File: src/rtl/immediate_encoder.sv
// RV32I instruction encoder: scatters an immediate into its opcode-specific bit slots and buffers results in a 2-entry FIFO.
// Define IMM_RANGE_CHECK_EN to enable immediate range/alignment checking (out_err, err_count).
module immediate_encoder (
  input  logic        clk,
  input  logic        reset,
  input  logic        in_valid,
  output logic        in_ready,
  input  logic [6:0]  in_opcode,
  input  logic [2:0]  in_funct3,
  input  logic [6:0]  in_funct7,
  input  logic [4:0]  in_rd,
  input  logic [4:0]  in_rs1,
  input  logic [4:0]  in_rs2,
  input  logic [31:0] in_imm,
  output logic        out_valid,
  input  logic        out_ready,
  output logic [31:0] out_inst,
  output logic        out_err,
  output logic [15:0] enc_count,
  output logic [7:0]  err_count
);

  localparam logic [6:0] OP_ARITH     = 7'b0110011;
  localparam logic [6:0] OP_ARITH_IMM = 7'b0010011;
  localparam logic [6:0] OP_LOAD      = 7'b0000011;
  localparam logic [6:0] OP_JALR      = 7'b1100111;
  localparam logic [6:0] OP_STORE     = 7'b0100011;
  localparam logic [6:0] OP_BRANCH    = 7'b1100011;
  localparam logic [6:0] OP_JAL       = 7'b1101111;
  localparam logic [6:0] OP_ECALL     = 7'b1110011;

  localparam logic [1:0] ST_EMPTY = 2'd0;
  localparam logic [1:0] ST_ONE   = 2'd1;
  localparam logic [1:0] ST_TWO   = 2'd2;

  logic [31:0] enc_inst;
  logic        range_err;
  logic        enc_err;

  // A signed N-bit immediate fits when every bit from N-1 upward equals the sign.
  logic fits12, fits13, fits21;
  assign fits12 = (&in_imm[31:11]) | ~(|in_imm[31:11]);
  assign fits13 = (&in_imm[31:12]) | ~(|in_imm[31:12]);
  assign fits21 = (&in_imm[31:20]) | ~(|in_imm[31:20]);

  always_comb begin
    enc_inst  = 32'h0;
    range_err = 1'b0;
    case (in_opcode)
      OP_ARITH: begin
        enc_inst = {in_funct7, in_rs2, in_rs1, in_funct3, in_rd, in_opcode};
      end
      OP_ARITH_IMM, OP_LOAD, OP_JALR: begin
        if (in_opcode == OP_ARITH_IMM && (in_funct3 == 3'b001 || in_funct3 == 3'b101)) begin
          enc_inst  = {in_funct7, in_imm[4:0], in_rs1, in_funct3, in_rd, in_opcode};
          range_err = |in_imm[31:5];
        end else begin
          enc_inst  = {in_imm[11:0], in_rs1, in_funct3, in_rd, in_opcode};
          range_err = ~fits12;
        end
      end
      OP_STORE: begin
        enc_inst  = {in_imm[11:5], in_rs2, in_rs1, in_funct3, in_imm[4:0], in_opcode};
        range_err = ~fits12;
      end
      OP_BRANCH: begin
        enc_inst  = {in_imm[12], in_imm[10:5], in_rs2, in_rs1, in_funct3,
                     in_imm[4:1], in_imm[11], in_opcode};
        range_err = ~fits13 | in_imm[0];
      end
      OP_JAL: begin
        enc_inst  = {in_imm[20], in_imm[10:1], in_imm[11], in_imm[19:12], in_rd, in_opcode};
        range_err = ~fits21 | in_imm[0];
      end
      OP_ECALL: begin
        enc_inst = 32'h00000073;
      end
      default: begin
        enc_inst  = 32'h0;
        range_err = 1'b1;
      end
    endcase
  end

`ifdef IMM_RANGE_CHECK_EN
  assign enc_err = range_err;
`else
  logic unused_range_err;
  assign unused_range_err = range_err;
  assign enc_err = 1'b0;
`endif

  logic [1:0]  state_reg, state_next;
  logic [31:0] head_inst_reg, head_inst_next;
  logic        head_err_reg, head_err_next;
  logic [31:0] tail_inst_reg, tail_inst_next;
  logic        tail_err_reg, tail_err_next;
  logic        push, pop;

  assign in_ready  = (state_reg != ST_TWO);
  assign out_valid = (state_reg != ST_EMPTY);
  assign push      = in_valid & in_ready;
  assign pop       = out_valid & out_ready;
  assign out_inst  = out_valid ? head_inst_reg : 32'h0;
  assign out_err   = out_valid & head_err_reg;

  always_comb begin
    state_next     = state_reg;
    head_inst_next = head_inst_reg;
    head_err_next  = head_err_reg;
    tail_inst_next = tail_inst_reg;
    tail_err_next  = tail_err_reg;
    case (state_reg)
      ST_EMPTY: begin
        if (push) begin
          state_next     = ST_ONE;
          head_inst_next = enc_inst;
          head_err_next  = enc_err;
        end
      end
      ST_ONE: begin
        if (push && pop) begin
          head_inst_next = enc_inst;
          head_err_next  = enc_err;
        end else if (push) begin
          state_next     = ST_TWO;
          tail_inst_next = enc_inst;
          tail_err_next  = enc_err;
        end else if (pop) begin
          state_next = ST_EMPTY;
        end
      end
      ST_TWO: begin
        // Full: no push possible, so a pop just promotes the tail entry.
        if (pop) begin
          state_next     = ST_ONE;
          head_inst_next = tail_inst_reg;
          head_err_next  = tail_err_reg;
        end
      end
      default: state_next = ST_EMPTY;
    endcase
  end

  always_ff @(posedge clk or negedge reset) begin
    if (!reset) begin
      state_reg     <= ST_EMPTY;
      head_inst_reg <= 32'h0;
      head_err_reg  <= 1'b0;
      tail_inst_reg <= 32'h0;
      tail_err_reg  <= 1'b0;
      enc_count     <= 16'h0;
      err_count     <= 8'h0;
    end else begin
      state_reg     <= state_next;
      head_inst_reg <= head_inst_next;
      head_err_reg  <= head_err_next;
      tail_inst_reg <= tail_inst_next;
      tail_err_reg  <= tail_err_next;
      if (push) begin
        enc_count <= enc_count + 16'd1;
        if (enc_err && err_count != 8'hFF)
          err_count <= err_count + 8'd1;
      end
    end
  end

endmodule

File: config.mk
export PLATFORM = sky130hd
export DESIGN_NAME = immediate_encoder
export DESIGN_NICKNAME = d
export VERILOG_FILES = /design/src/rtl/immediate_encoder.sv
export SDC_FILE = /design/constraint.sdc
export NUM_CORES = 1
export LEC_CHECK = 0
export ABC_CLOCK_PERIOD_IN_PS = 1650
export CORE_MARGIN = 2
export CORE_UTILIZATION = 48
export CTS_BUF_LIST = sky130_fd_sc_hd__clkbuf_16
export CTS_CLUSTER_SIZE = 10
export DETAILED_ROUTE_END_ITERATION = 6
export GPL_TIMING_DRIVEN = 0
export PLACE_DENSITY = 0.81
export RECOVER_POWER = 25
export SYNTH_ARGS = -nofsm -noshare
export SYNTH_HDL_FRONTEND = slang
export SYNTH_SLANG_ARGS = --single-unit
File: constraint.sdc
create_clock -name clk -period 1.65 [get_ports clk]
set_input_delay 0.33 -clock clk [delete_from_list [all_inputs] [get_ports clk]]
set_output_delay 0.33 -clock clk [all_outputs]
set_load 0.05 [all_outputs]
; Word level (Yosys, flattened, before mapping)
; Index checks and enable logic that the tools add are counted.
; W data, S select, Z words.
[totals]
input_bits = 68
reg_bits = 83
out_inout_bits = 59
[classes]
bitwise_logic = 4
muxes = 17
reduce_logical = 10
add_sub_neg = 1
n_eq_ne = 18
[op_table]
columns = op, n
row1 = $pmux W32 S6, 1
row2 = $mux W32, 5
row3 = $pmux W32 S3, 1
row4 = $eq A7 B7 Y1 const B, 4
row5 = $add A16 B1 Y16 const B, 1
row6 = $eq A7 B6 Y1 const B, 2
row7 = $mux W2, 5
row8 = $ne A2 B2 Y1 const B, 5
row9 = $reduce_and A4 Y1, 2
row10 = $eq A7 B2 Y1 const B, 1
row11 = $eq A7 B5 Y1 const B, 1
row12 = $pmux W2 S3, 1
row13 = $and A1 B1 Y1, 3
row14 = $eq A3 B1 Y1 const B, 1
row15 = $eq A3 B3 Y1 const B, 1
row16 = $mux W1, 3
row17 = $ne A3 B3 Y1 const B, 1
row18 = $pmux W1 S3, 1
row19 = $reduce_and A3 Y1, 1
row20 = $reduce_bool A3 Y1, 1
row21 = $reduce_or A3 Y1, 1
row22 = $eq A2 B1 Y1 const B, 1
row23 = $eq A2 B2 Y1 const B, 1
row24 = $logic_and A1 B1 Y1, 2
row25 = other kinds (4), 4

; Depth between registers and ports, before layout
[logic_depth]
ltp_word = 7
ltp_mapped = 8
mapped_depth_nobuf = 6

; Worst setup path before layout
; Ideal clock, no wire load.
[synth_timing]
path_type = register -> output
start = reg state_reg[0]
end = out out_inst[10]
n_path_buf = 1
required_ns = 1.320
slack_ns = -0.168
stages_incl_launch_ff = 4
arrival_time_ns = 1.488
path_cell_list = dfrtp_1 nor2_1 clkbuf_1 nor2b_1
[synth_between]
elab_chain_cells = 2
[synth_rtl]
columns = element, line
row1 = start: declaration, 93  ; logic [1:0] state_reg, state_next;
row2 = start signal: assignment, 155  ; state_reg <= state_next;
row3 = $reduce_bool A2 Y1, 101  ; assign out_valid = (state_reg != ST_EMPTY);
row4 = $mux W32, 104  ; assign out_inst = out_valid ? head_inst_reg : 32'h0;
row5 = end: declaration, 17  ; output logic [31:0] out_inst,
; No other way between the ends.

; Final worst setup path
[layout_timing]
start = reg state_reg[0]
end = out out_inst[15]
; Same word-level chain as after synthesis.

==> impl_results.md <==
* Status: complete, but fails checks
* Failing checks: setup timing
* Ant. Diodes at 0
* Final min period at 1960 ps
* H-Tree Depth at 3
* Worst Path Required at 1320 ps
* M1 GR Usage at 37.7%
* Number of nets in the layout at 693
* Final hold viol count at 0
* Synth Area per Inst at 9.48 um^2
* Total power at 8.96 mW
* RSZ-0062 raised after global routing: true
* Max IR drop VDD at 0.669 mV
* Fillers at 429
* Simple-gate portion of the synthesized area at 22.0%
* DRT Wirelength at 18,100 um
* Top cell type's share of synthesized area at 48.1%
* Clock buffer count from CTS at 9
* DR iter-0 viols at 517
* Average wire per standard cell at 24.5 um
* Share of cells above drive strength 1 at 43.3%
* Area added between synthesis and finish at 68.7%
* Slew @ Worst Pin at 1220 ps
* Met2 usage at 49.2%
* Hold path cells at 1
* Hold EP: enc_count[15]
* Vias at 4,736
* Hold Path Origin: enc_count[15]
* CP Launch Type: register
* Die Height at 98.3 um
* Ports at 127
* Antenna viol nets, final at 0
* Final instance area at 7200 um^2
* Power density over the cells at 1240 nW/um^2
* Cells on worst reg2reg path at 8
* CTS Buffer Depth at 2
* Cells after synthesis at 450
* Commonest non-fill, non-tap cell in the layout: dfrtp_1
* Synth Cell Area at 4270 um^2
* Combinational family with the most area after synthesis: simple AND/OR/NAND/NOR gates
* Die Area at 9660 um^2
* Slew Limit Fails at 0
* Tcrit/Tclk final at 119%
* Max-slew headroom at 18.7%
* Core Rows at 34
* Compound-Gate Fraction of Synth Area at 19.1%
* Vias in the first global route at 4,368
* First-pass DRT Iterations at 6
* M3 GR Usage at 4.29%
* Post-synthesis mux area share at 1.23%
* RR Startpoint: state_reg[1]
* Yosys warnings at 0
* Port Buffers at 105
* WP data arrival at 1630 ps
* CP Capture Type: output pin
* Unique cell type count in the Yosys netlist at 57
* Post-synth ARST share at 100%
* CP Class: register to output pin
* Clk Tree Root Cell: clkbuf_16
* CTS sink count at 82
* First-pass GRT wire length at 22,300 um
* Achievable frequency at 510 MHz
* HPWL Detailed at 8430 um
* Global route total overflow at 0
* Adder-cell share of the synthesized area at 0.293%
* Peak fanout along the critical path at 5
* Clock transition at path regs at 70 ps
* Worst Skew at 10.0 ps
* Final Worst Setup Slack at -311 ps
* Most frequent cells in the layout: dfrtp_1, buf_6, clkdlybuf4s50_1, buf_4, o21ai_1
* Clock latency on the worst-skew pair at 350 ps
* Setup_tns at -21,420 ps
* GRT busiest layer: met2
* Placer Congestion at 0.861
* Endpoints failing setup at 161
* Seq/Total Area, Yosys at 48.1%
* EDFF count, synth at 0
* XOR/XNOR share of the synthesized area at 3.08%
* Vias per std cell at 6.43
* GRT Total Usage at 29.2%
* Synth area leaders: dfrtp_1, o21ai_0, nor2b_1
* R2R Path End: head_inst_reg[27]
* Flop-to-flop setup slack at -310 ps
* Max cap viols at 0
* Post-DP Area at 5510 um^2
* Initial antenna violation count at 0
* CTS tree: yes
* Seq cells post-synth at 82
* Drc violations at 0
* Core Util, Final at 83.0%
* Core area at 8680 um^2
* Hold WC Path Type: register to register
* Chip Width at 98.3 um
* Post-Place Worst Slack at -1020 ps
* Post-synth top area cell: dfrtp_1
* Starting density of the core at 49.2%
* Pin count of the biggest net entering global routing at 66
* Leakage power at 3.19 nW
* Post-synth top flop: dfrtp_1
[worst max-delay path, stage by stage, from the launching register on]
cell and delay (ps):
dfrtp_2 460, nor2_4 180, buf_6 180, clkbuf_16 180, buf_6 100, nor2b_4 30
buf_6 140
[worst max-delay path by stage]
| stage | slack (ps) | end | cells past startpoint | start |
|---|---|---|---|---|
| 2_1_floorplan | -170 | out_inst[10] | 3 | state_reg[0] |
| 3_3_place_gp | -2600 | head_inst_reg[11] | 1 | reset |
| 3_5_place_dp | -1020 | out_inst[21] | 4 | state_reg[0] |
| 4_1_cts | -200 | out_inst[15] | 6 | state_reg[1] |
| 5_1_grt | -330 | head_inst_reg[27] | 7 | state_reg[1] |
| 6_report | -310 | out_inst[15] | 6 | state_reg[0] |
[area by class of cell]
type / count / area [um^2] / share of cell area (%)
plain buffers: 37 / 402 / 5.58
inverters: 5 / 26.3 / 0.365
clock inverters: 6 / 35.0 / 0.487
well taps: 108 / 135 / 1.88
clock buffers: 9 / 225 / 3.13
flip-flops and latches: 82 / 2050 / 28.5
multi-input cells: 331 / 2590 / 36.0
repair buffers: 158 / 1730 / 24.1
[Yosys cell counts, types with 3 or more instances]
library cell	instances
clkbuf_1	13
o21ai_0	54
inv_1	4
a21oi_1	25
xor2_1	3
buf_6	4
a221oi_1	14
a22oi_1	15
mux2i_1	3
nor2b_1	34
nor2_1	32
o21a_1	3
and3_1	3
dfrtp_1	82
buf_2	11
nand3_1	8
or3_1	16
xnor2_1	12
buf_4	12
nand2_1	50
nor3_1	3
o21ai_1	6
nand4_1	4
[per-stage QoR]
step                      instances  hold slack, ps
final                           736             461
after global routing            736             481
after CTS                       714             385
after detailed placement        672             227
after global placement          671             455
after floorplan                 458            34.4
[power breakdown]
group / switching [mW] / leakage [nW] / internal (mW)
logic: 2.45 / 2.00 / 1.81
registers: 0.401 / 1.06 / 2.44
clock network: 0.856 / 0.128 / 1.00
total: 3.71 / 3.19 / 5.25
[repair_timing]
action / in CTS / in global routing
endpoints found under the setup margin: 114 / 119
buffers inserted: 22 / 18
pin swaps: 14 / 33
hold buffers: 1 / 0
hold endpoints to repair: 17 / 0
gates cloned: 5 / 8
resized for setup: 410 / 175
[cell families (layout without fill, tap and decap cells)]
group | after synthesis | in the layout
compound gates | 131 | 131
mux | 5 | 5
buf+inv | 45 | 215
other cells | 1 | 9
fa+ha+maj | 1 | 1
xor+xnor | 15 | 15
flops | 82 | 82
simple gates | 170 | 170
[routing by layer]
layer | up-vias | share of wire, %
li1 | 1923 | -
met1 | 2342 | 38
met2 | 384 | 49
met3 | 87 | 8.2
met4 | 0 | 5.0
met5 | - | 0
Power figures use the tool's default switching activity.
